File: config.mk
export PLATFORM = sky130hd
export DESIGN_NAME = pc_gen
export DESIGN_NICKNAME = d
export VERILOG_FILES = /design/src/rtl/pc_gen_pkg.sv /design/src/rtl/pc_gen_redirect_buf.sv /design/src/rtl/pc_gen.sv
export SDC_FILE = /design/constraint.sdc
export NUM_CORES = 1
export LEC_CHECK = 0
export BUFFER_PORTS_ARGS = -buffer_cell sky130_fd_sc_hd__buf_4
export CAP_MARGIN = 25
export CORE_MARGIN = 8
export CORE_UTILIZATION = 25
export CTS_CLUSTER_DIAMETER = 200
export DETAILED_ROUTE_END_ITERATION = 7
export PLACE_DENSITY = 0.45
export SYNTH_ARGS = -nofsm -noshare
export SYNTH_HDL_FRONTEND = slang
export SYNTH_HIERARCHICAL = 1
export SYNTH_SLANG_ARGS = --single-unit
File: constraint.sdc
create_clock -name clk -period 2.3 [get_ports clk]
set_input_delay 0.115 -clock clk [delete_from_list [all_inputs] [get_ports clk]]
set_output_delay 0.115 -clock clk [all_outputs]
set_load 0.05 [all_outputs]
File: src/rtl/pc_gen_pkg.sv
// Shared types and constants for the IF-stage program-counter generator.
// Fetch state names and the control-level encodings used by the pipeline.
package pc_gen_pkg;

  localparam int   PC_ADDR_W    = 32;
  localparam logic CHIP_ENABLE  = 1'b1;
  localparam logic CHIP_DISABLE = 1'b0;
  localparam logic STOP         = 1'b1;
  localparam logic NO_STOP      = 1'b0;
  localparam logic BRANCH       = 1'b1;
  localparam logic NOT_BRANCH   = 1'b0;

  typedef enum logic {
    ST_IDLE = 1'b0,
    ST_RUN  = 1'b1
  } pc_state_e;

endpackage

File: src/rtl/pc_gen_redirect_buf.sv
// One-entry pending-branch buffer: holds a taken branch target that could not
// be applied yet because the current request was not accepted.
module pc_redirect_buf #(
  parameter int ADDR_W = 32
) (
  input  logic              clk,
  input  logic              rst,
  input  logic              set,
  input  logic              clr,
  input  logic [ADDR_W-1:0] set_addr,
  output logic              pend_vld,
  output logic [ADDR_W-1:0] pend_addr
);

  // clr and set are never asserted together by the top; clr still wins so
  // a flush can never leave a stale branch behind.
  always_ff @(posedge clk or posedge rst) begin
    if (rst) begin
      pend_vld  <= 1'b0;
      pend_addr <= '0;
    end else if (clr) begin
      pend_vld  <= 1'b0;
    end else if (set) begin
      pend_vld  <= 1'b1;
      pend_addr <= set_addr;
    end
  end

endmodule

File: src/rtl/pc_gen.sv
// IF-stage program counter: drives the fetch address and request-valid (ce),
// with stall, branch redirect, flush redirect and a pending-branch buffer.
module pc_gen
  import pc_gen_pkg::*;
#(
  parameter int              ADDR_W       = PC_ADDR_W,
  parameter int              INC          = 4,
  parameter int              ALIGN_BITS   = 2,
  parameter logic [ADDR_W-1:0] RESET_VECTOR = '0,
  parameter int              STALL_W      = 6
) (
  input  logic               clk,
  input  logic               rst,
  input  logic [STALL_W-1:0] stall,
  input  logic               flush,
  input  logic [ADDR_W-1:0]  new_pc,
  input  logic               branch_flag,
  input  logic [ADDR_W-1:0]  branch_addr,
  input  logic               if_ready,
  output logic [ADDR_W-1:0]  pc,
  output logic               ce
);

  localparam logic [ADDR_W-1:0] ALIGN_MASK = {ADDR_W{1'b1}} << ALIGN_BITS;

  pc_state_e         state_q, state_d;
  logic              adv;
  logic [ADDR_W-1:0] next_pc;
  logic              buf_set, buf_clr;
  logic              pend_vld;
  logic [ADDR_W-1:0] pend_addr;
  logic              unused_stall;

  // Only stall[0] controls this stage; the other bits belong to later stages.
  assign unused_stall = ^stall;

  always_ff @(posedge clk or posedge rst) begin
    if (rst) state_q <= ST_IDLE;
    else     state_q <= state_d;
  end

  always_comb begin
    state_d = state_q;
    if (state_q == ST_IDLE) state_d = ST_RUN;
  end

  assign ce  = (state_q == ST_RUN) ? CHIP_ENABLE : CHIP_DISABLE;
  assign adv = ce & if_ready & (stall[0] == NO_STOP);

  // Priority: flush, accepted branch, deferred branch, pending redirect, +INC.
  always_comb begin
    next_pc = pc;
    buf_set = 1'b0;
    buf_clr = 1'b0;
    if (ce) begin
      if (flush) begin
        next_pc = new_pc & ALIGN_MASK;
        buf_clr = 1'b1;
      end else if (branch_flag == BRANCH && adv) begin
        next_pc = branch_addr & ALIGN_MASK;
        buf_clr = 1'b1;
      end else if (branch_flag == BRANCH) begin
        buf_set = 1'b1;
      end else if (pend_vld && adv) begin
        next_pc = pend_addr;
        buf_clr = 1'b1;
      end else if (adv) begin
        next_pc = pc + ADDR_W'(INC);
      end
    end
  end

  always_ff @(posedge clk or posedge rst) begin
    if (rst) pc <= RESET_VECTOR;
    else     pc <= next_pc;
  end

  pc_redirect_buf #(
    .ADDR_W(ADDR_W)
  ) u_redirect_buf (
    .clk      (clk),
    .rst      (rst),
    .set      (buf_set),
    .clr      (buf_clr),
    .set_addr (branch_addr & ALIGN_MASK),
    .pend_vld (pend_vld),
    .pend_addr(pend_addr)
  );

endmodule

; ---- After elaboration in Yosys (flattened, before gate mapping)
; Index checks and enable logic that the tools add are counted.
[word_totals]
elab_cells = 33
latchBits = 0
mem_count = 0
out_inout_bits = 33
ramBits = 0
mem_bits_ro = 0
register_bits = 64
in_bits = 75
[classes]
order_cmp = 0
eq_ne = 1
muxes = 17
n_bitwise = 4
n_reduce_logical = 6
div = 0
add_sub_neg = 1
shift = 0
multipliers = 0
[op_table]
columns = operator, count
row1 = $mux W32, 5
row2 = $add A32 B3 Y32 const B, 1
row3 = $mux W1, 12
row4 = $reduce_bool A4 Y1, 1
row5 = $ne A3 B2 Y1 const B, 1
row6 = $reduce_and A3 Y1, 1
row7 = $and A1 B1 Y1, 2
row8 = $logic_and A1 B1 Y1, 2
row9 = $not A1 Y1, 2
row10 = $reduce_and A2 Y1, 1
row11 = $reduce_bool A2 Y1, 1

; ---- Longest topological paths before layout
; Gate-level depths: netlist of the first run.
[depth]
ltp_word = 11
depth_mapped = 10
depth_no_buf = 6

; ---- Hierarchy
; The synthesis of the first run kept the hierarchy.
[modules_own_cells]
columns = module, area_each_um2, n_inst, seq_area_each_um2, cells_each
row1 = pc_gen, 2841.5, 1, 825.8, 370
row2 = pc_redirect_buf, 1395.1, 1, 825.8, 73

; ---- Least setup slack after synthesis of the first run
; OpenSTA, ideal clock, no wires.
[synth_timing]
path_type = register -> register
start = register state_q
end = register u_redirect_buf.pend_addr[11]
path_stages_with_launch = 11
t_required_ns = 2.175
n_path_buf = 4
period_less_slack_ns = 2.313
setup_ns = 0.125
slack_ns = -0.013
arrival_ns = 2.188
path_cell_list = dfrtp_1 > clkbuf_1 > nand4b_1 > clkbuf_1 > nand2_1 > nand2_1 > inv_1 > nor2b_4 > buf_6 > buf_12 > mux2_4
[synth_between]
elab_chain_len = 11
word_cells_on_any_way = 15
cone_classes = 9 x mux / 3 x bitwise / 3 x reduce/logical
[synth_rtl]
columns = element, line
row1 = from (decl), pc_gen.sv:26  ; pc_state_e state_q, state_d;
row2 = from (signal assigned), pc_gen.sv:39  ; else state_q <= state_d;
row3 = $mux W1 (*), pc_gen.sv:47  ; assign ce = (state_q == ST_RUN) ? CHIP_ENABLE : CHIP_DISABLE;
row4 = $and A1 B1 Y1 (2 in series), pc_gen.sv:48  ; assign adv = ce & if_ready & (stall[0] == NO_STOP);
row5 = $logic_and A1 B1 Y1, pc_gen.sv:64  ; end else if (pend_vld && adv) begin
row6 = $mux W1, pc_gen.sv:64
row7 = $mux W1, pc_gen.sv:62  ; end else if (branch_flag == BRANCH) begin
row8 = $mux W1, pc_gen.sv:59  ; end else if (branch_flag == BRANCH && adv) begin
row9 = $mux W1, pc_gen.sv:56  ; if (flush) begin
row10 = $mux W1 (*), pc_gen.sv:55  ; if (ce) begin
row11 = via buf_clr, pc_gen.sv:29  ; logic buf_set, buf_clr;
row12 = $not A1 Y1 (no line) (*), n/a
row13 = $reduce_and A2 Y1 (no line) (*), n/a
row14 = to (signal assigned), pc_gen_redirect_buf.sv:25  ; pend_addr <= set_addr;
row15 = to (decl), pc_gen_redirect_buf.sv:12  ; output logic [ADDR_W-1:0] pend_addr
; Mark *: on every way through the listed nets, which the timed path passes. The rest lies on a longest branch.
; A chain may end at the register's enable or synchronous reset.

; ---- Final worst setup path of the first run
[layout_timing]
start = register pc[8]
end = register pc[26]
[layout_between]
elab_chain_len = 6
[layout_rtl]
columns = element, line
row1 = from (decl), pc_gen.sv:20  ; output logic [ADDR_W-1:0] pc,
row2 = from (signal assigned), pc_gen.sv:75  ; else pc <= next_pc;
row3 = $add A32 B3 Y32, pc_gen.sv:68  ; next_pc = pc + ADDR_W'(INC);
row4 = $mux W32, pc_gen.sv:67  ; end else if (adv) begin
row5 = $mux W32, pc_gen.sv:64
row6 = $mux W32, pc_gen.sv:62
row7 = $mux W32, pc_gen.sv:59
row8 = $mux W32, pc_gen.sv:56
; Every way passes these cells. The select of a mux whose other input is x is not followed.

==> results of run 1 <==
[stage by stage]
| step | cells | setup slack (ns) | power (W) |
|---|---|---|---|
| floorplan | 444 | -0.00288 | 0.00250 |
| global placement | 767 | 0.259 | 0.00297 |
| detailed placement | 767 | 0.257 | 0.00299 |
| CTS | 784 | 0.251 | 0.00440 |
| global route | 784 | 0.108 | 0.00458 |
| finish | 784 | 0.237 | 0.00435 |
[synth_stat cells, types with 3 or more instances]
| library cell | number |
|---|---|
| xor2_1 | 5 |
| nand3_1 | 20 |
| a32o_1 | 5 |
| nor2_1 | 34 |
| clkbuf_1 | 17 |
| o31ai_1 | 6 |
| o21ai_1 | 3 |
| a21oi_1 | 30 |
| or4_1 | 4 |
| o21ai_0 | 26 |
| or3_1 | 3 |
| nand4_1 | 9 |
| inv_1 | 8 |
| a221o_1 | 7 |
| buf_12 | 3 |
| a211oi_1 | 4 |
| xnor2_1 | 7 |
| nand2_1 | 40 |
| a221oi_1 | 6 |
| nor4_1 | 3 |
| nor2b_1 | 7 |
| nand2b_1 | 11 |
| and4_1 | 6 |
| dfrtp_1 | 66 |
| o22ai_1 | 5 |
| nor3_1 | 10 |
| and4b_1 | 3 |
| mux2_4 | 30 |
| o211ai_1 | 11 |
| and3_1 | 3 |
| nand3b_1 | 7 |
| buf_2 | 3 |
[power by group]
part           internal [W]  switching (W)  leakage, nW
registers           0.00139       0.000239        0.761
logic              0.000590       0.000755         1.47
clock network      0.000867       0.000515        0.144
[per-layer routing]
| layer | vias to the layer above | share of wire, % | track usage (%) |
|---|---|---|---|
| li1 | 1897 | - | - |
| met1 | 1954 | 47 | 19.2 |
| met2 | 112 | 47 | 23.3 |
| met3 | 12 | 4.7 | 3.37 |
| met4 | 0 | 1.2 | 3.97 |
| met5 | - | 0 | 0 |
[critical path, stage by stage, from the launching register on]
cell     delay, ns
dfrtp_1       0.50
nand4_4       0.20
or3_1         0.58
or4_1         0.45
a21oi_1       0.15
nor4_1        0.06
[final cells by class]
type / instances / area (µm²)
tap: 220 / 275
inverter: 8 / 30.0
timing repair buffer: 131 / 986
fill: 1733 / 11000
clock buffer: 13 / 250
clock inverter: 3 / 40.0
sequential: 66 / 1650
multi-input combinational: 343 / 2390
[kinds of logic (layout without fill, tap and decap cells)]
kind of cell	Yosys count	after routing	share of synthesized area, %
compound gates	122	122	19.3
xor+xnor	12	12	2.48
fa+ha+maj	1	1	0.295
buf+inv	35	155	4.70
flops	66	66	39.0
mux	32	32	11.2
other cells	2	3	0.177
simple gates	173	173	22.9
[worst max path at each step]
| stage | slack (ns) | depth (start not counted) | startpoint | to |
|---|---|---|---|---|
| after floorplan | -0.003 | 6 | pc[2] | pc[20] |
| after global placement | 0.26 | 5 | pc[8] | pc[26] |
| after detailed placement | 0.26 | 5 | pc[8] | pc[26] |
| after CTS | 0.25 | 5 | pc[8] | pc[26] |
| after global routing | 0.11 | 5 | pc[8] | pc[28] |
| final | 0.24 | 5 | pc[8] | pc[26] |
[repair_timing]
item,4_1_cts,5_1_grt
hold endpoints to repair,66,0
hold buffers,1,0
resized for setup,0,0
[registers in the layout (all words and copies together), names as in the netlist]
signal,flops
u_redirect_buf/pend_vld,1
u_redirect_buf/pend_addr,32
state_q,1
pc,32
==> metrics.txt, run 1 <==
R2R Setup Slk=~0.24 ns; Diodes inserted=0; Mapped Avg Cell Area=between 9 and 10 µm²; FP Rows=47; fin area=approximately 5600 µm²; type of origin of the critical path=register; Worst R2R Start=pc[8]; setup TNS=0 ns; CORE AREA=about 17000 µm²; I/O Buffers=98; clock buffer depth=2; WL per Instance=19.6 µm; Setup violations, final=0; hold path startpoint=branch_addr[22]; most frequent cells in the layout=buf_4 (130), dfrtp_1 (65), nand2_1 (40); Worst Skew=0.00832 ns; post-route antenna net violation count=0; worst-case vdd ir drop=0.355 mV; CTS tree=yes; vias in the first global route=~4100; clock period minus worst slack=2.06 ns; worst hold margin=just under 0.02 ns; GRT Overall Usage=between 10% and 20%; Yosys top cell area share=39.0%; clk_lat worst skew=between 0.3 and 0.4 ns; Num CTS Buffers=9; max-slew violation count=0; Post-Syn Instances=between 400 and 500; H-tree depth=3; largest net degree at the start of global routing=35; Slew @ Worst Pin=roughly 0.52 ns; DR pass1 iterations=4; ys async rst share=100%; Ys Warns=6; Final nets=approximately 640; first-pass GRT wire length=roughly 24 mm; die area=21400 µm²; clock tree root driver cell=clkbuf_16; Die Wd=roughly 150 µm; status=complete, no violations; #FFs+latches synth=66; IO Pins=approximately 110; Syn Std Cell Area=~4200 µm²; # DRC=0; pwr dens=~770 nW/µm²; Rel. slew slack=between 60% and 70%; Worst Path Required=around 2.5 ns; Min-Delay Path Class=input port to register; worst reg2reg endpoint=pc[26]; commonest non-fill, non-tap cell in the layout=buf_4; initial core utilization=between 20% and 30%; Clock transition at path regs=approximately 0.06 ns; Post-synth EDFFs=0; RSZ-0062 raised after global routing=false; number of max-cap violations=0; leakage power=between 2 and 2.5 nW; die height=~150 µm; CTS sink cnt=66; FMAX=485 MHz; CP max FO=8; Final Util=between 30% and 40%; Seq/Total Area, Yosys=between 30% and 40%; prevailing post-synth register cell=dfrtp_1; Reg2Reg Depth=5; Post-CTS Setup Repair Bufs=0; share of layout cells above drive strength 1=between 30% and 40%; drt total wl=approximately 15 mm; Hold Path Sink=u_redirect_buf/pend_addr[22]; Syn-to-layout area delta=32.8%; Synth cell types=63; gpl congestion=0.854; crit path kind=register to register; DR vias=about 4000; GRT overflow=0; hold path cells=2; initial antenna violation count=0; Hold Violations, Final=0; Placed Area=5320 µm²; vias per cell=5.07; Data arrival, critical path=2.28 ns; Final Cycle Share=89.7%; Critical Path Sink Type=register; Detailed Route Iter0 Violations=between 300 and 400; Yosys top cell by area=dfrtp_1; ranking of synthesized cells by area=dfrtp_1 (39%), mux2_4 (11%), a21oi_1 (3.5%); post-DP HPWL=between 10 and 15 mm
Note: power is estimated with default switching activity, not from simulation.
==> run 2, diff against run 1 <==
Settings changed: CORE_MARGIN 8 to unset, CORE_UTILIZATION 25 to 30, PLACE_DENSITY 0.45 to 0.51.
==> run 2 against run 1 <==
Against the previous run:
- combinational power about the same
- die area shrank 32%
- worst hold slack worse by 0.0031 ns
- first-iteration DRC count shrank 22%
- flip-flop and latch count unchanged
- non-clock buffer count fell by 4
==> metrics.txt, run 2 (synthesis gave the netlist of run 1 again) <==
worst reg2reg endpoint=pc[26]; die height=121 µm (-17%); drt total wl=14.2 mm (-7.7%); CTS tree=yes; initial core utilization=30.6% (+5.1 points); Slew @ Worst Pin=0.598 ns (+0.0803 ns); vias in the first global route=3966 (-2.4%); most frequent cells in the layout=buf_4 (125), dfrtp_1 (65), nand2_1 (40); post-route antenna net violation count=0 (unchanged); max-slew violation count=0 (unchanged); initial antenna violation count=0 (unchanged); worst-case vdd ir drop=0.379 mV (+6.6%); CP max FO=8 (unchanged); DR pass1 iterations=6 (+2); RSZ-0062 raised after global routing=false; Final Cycle Share=92.2% (+2.5 points); Final Util=40.0% (+6.1 points); DR vias=4040 (+1.6%); vias per cell=5.48 (+8.1%); Rel. slew slack=60.1% (-5.4 points); gpl congestion=0.848 (-0.73%); clock period minus worst slack=2.12 ns (+0.0573 ns); Final nets=631 (-0.63%); pwr dens=768 nW/µm² (-0.79%); H-tree depth=3 (unchanged); clock tree root driver cell=clkbuf_16; Num CTS Buffers=9 (unchanged); Setup violations, final=0 (unchanged); post-DP HPWL=10.2 mm (-12%); Worst R2R Start=pc[7]; FP Rows=43 (-8.5%); CTS sink cnt=66 (unchanged); Min-Delay Path Class=input port to register; hold path startpoint=branch_addr[30]; clk_lat worst skew=0.34 ns (about the same); I/O Buffers=98 (unchanged); Top Registers=pc x32, u_redirect_buf/pend_addr x32; share of layout cells above drive strength 1=32.1% (-0.49 points); Diodes inserted=0 (unchanged); GRT Overall Usage=20.3% (+5.7 points); WL per Instance=19.3 µm (-1.8%); Placed Cells=723 (-5.7%); CORE AREA=13800 µm² (-17%); clock buffer depth=2 (unchanged); hold path cells=2 (unchanged); Detailed Route Iter0 Violations=284 (-22%); first-pass GRT wire length=22.2 mm (-8.5%); die area=14600 µm² (-32%); Worst Path Required=2.52 ns (about the same); Reg2Reg Depth=5 (unchanged); largest net degree at the start of global routing=34 (-2.9%); Syn-to-layout area delta=30.7%; # DRC=0 (unchanged); Tot Pwr=0.00425 W (-2.3%); IO Pins=108 (unchanged); Clock transition at path regs=0.05 ns (about the same); Data arrival, critical path=2.34 ns (+0.06 ns); Die Wd=121 µm (-17%); crit path kind=register to register; R2R Setup Slk=0.18 ns (-0.06 ns); FMAX=472 MHz (-2.7%); commonest non-fill, non-tap cell in the layout=buf_4; Hold Violations, Final=0 (unchanged); number of max-cap violations=0 (unchanged); Critical Path Sink Type=register; GRT overflow=0 (unchanged); Worst Skew=0.00386 ns (-0.00446 ns); type of origin of the critical path=register; Layout Cells excl Fill=737 (-6.0%); leakage power=2.35 nW (-1.1%); status=complete, no violations; Hold Path Sink=u_redirect_buf/pend_addr[30]
==> run 2: cell count changes in the layout (fill, tap and decap cells not counted), sizes merged <==
| cell | before | now |
|---|---|---|
| buf | 130 | 126 |
| clkinv | 2 | 0 |
| bufinv | 1 | 0 |
==> run 2: critical path, cell delays in order, from the launching register on <==
cell	delay, ns
dfrtp_1	0.53
nand4_4	0.22
or3_1	0.58
or4_1	0.45
a21oi_1	0.16
nor4_1	0.06
==> run 2: report_power, final <==
group | total, W | internal (W) | switching (W)
Sequential | 0.00163 | 0.00139 | 0.000246
Clock | 0.00129 | 0.000800 | 0.000491
Combinational | 0.00133 | 0.000586 | 0.000741
==> run 2: timing repair <==
action / CTS / global route
buffers inserted: 0 / 0
hold buffers: 1 / 0
gates resized for setup: 0 / 0
endpoints found under the hold margin: 66 / 0
==> run 2: stage by stage <==
stage | setup TNS (ns) | hold slack (ns) | area [µm²] | setup WS, ns
6_report | 0 | 0.0167 | 5540 | 0.180
5_1_grt | 0 | 0.00602 | 5540 | 0.0509
4_1_cts | 0 | 0.00934 | 5540 | 0.198
3_5_place_dp | 0 | 0.280 | 5260 | 0.220
3_3_place_gp | 0 | 0.274 | 5260 | 0.238
2_1_floorplan | -0.00288 | 0.244 | 4240 | -0.00288
==> run 2: worst max path at each step <==
stage	slack, ns	startpoint	endpoint	cells after the start
floorplan	-0.003	pc[2]	pc[20]	6
global placement	0.24	pc[7]	pc[26]	5
detailed placement	0.22	pc[7]	pc[26]	5
CTS	0.20	pc[7]	pc[26]	5
global route	0.05	pc[7]	pc[28]	5
finish	0.18	pc[7]	pc[26]	5
==> run 2: metal layers <==
layer	share of wire (%)	wire length (µm)	GRT usage, %
met1	46	6590	27.4
met2	45	6330	30.5
met3	6.4	907	4.58
met4	2.7	382	9.26
met5	0	0	0
==> run 2: final cells by class <==
type / instances / area [µm²]
clock buffers: 13 / 270
fillers: 1382 / 8290
inverters: 8 / 30.0
multi-input cells: 343 / 2390
flip-flops and latches: 66 / 1650
well taps: 180 / 225
repair buffers: 127 / 968
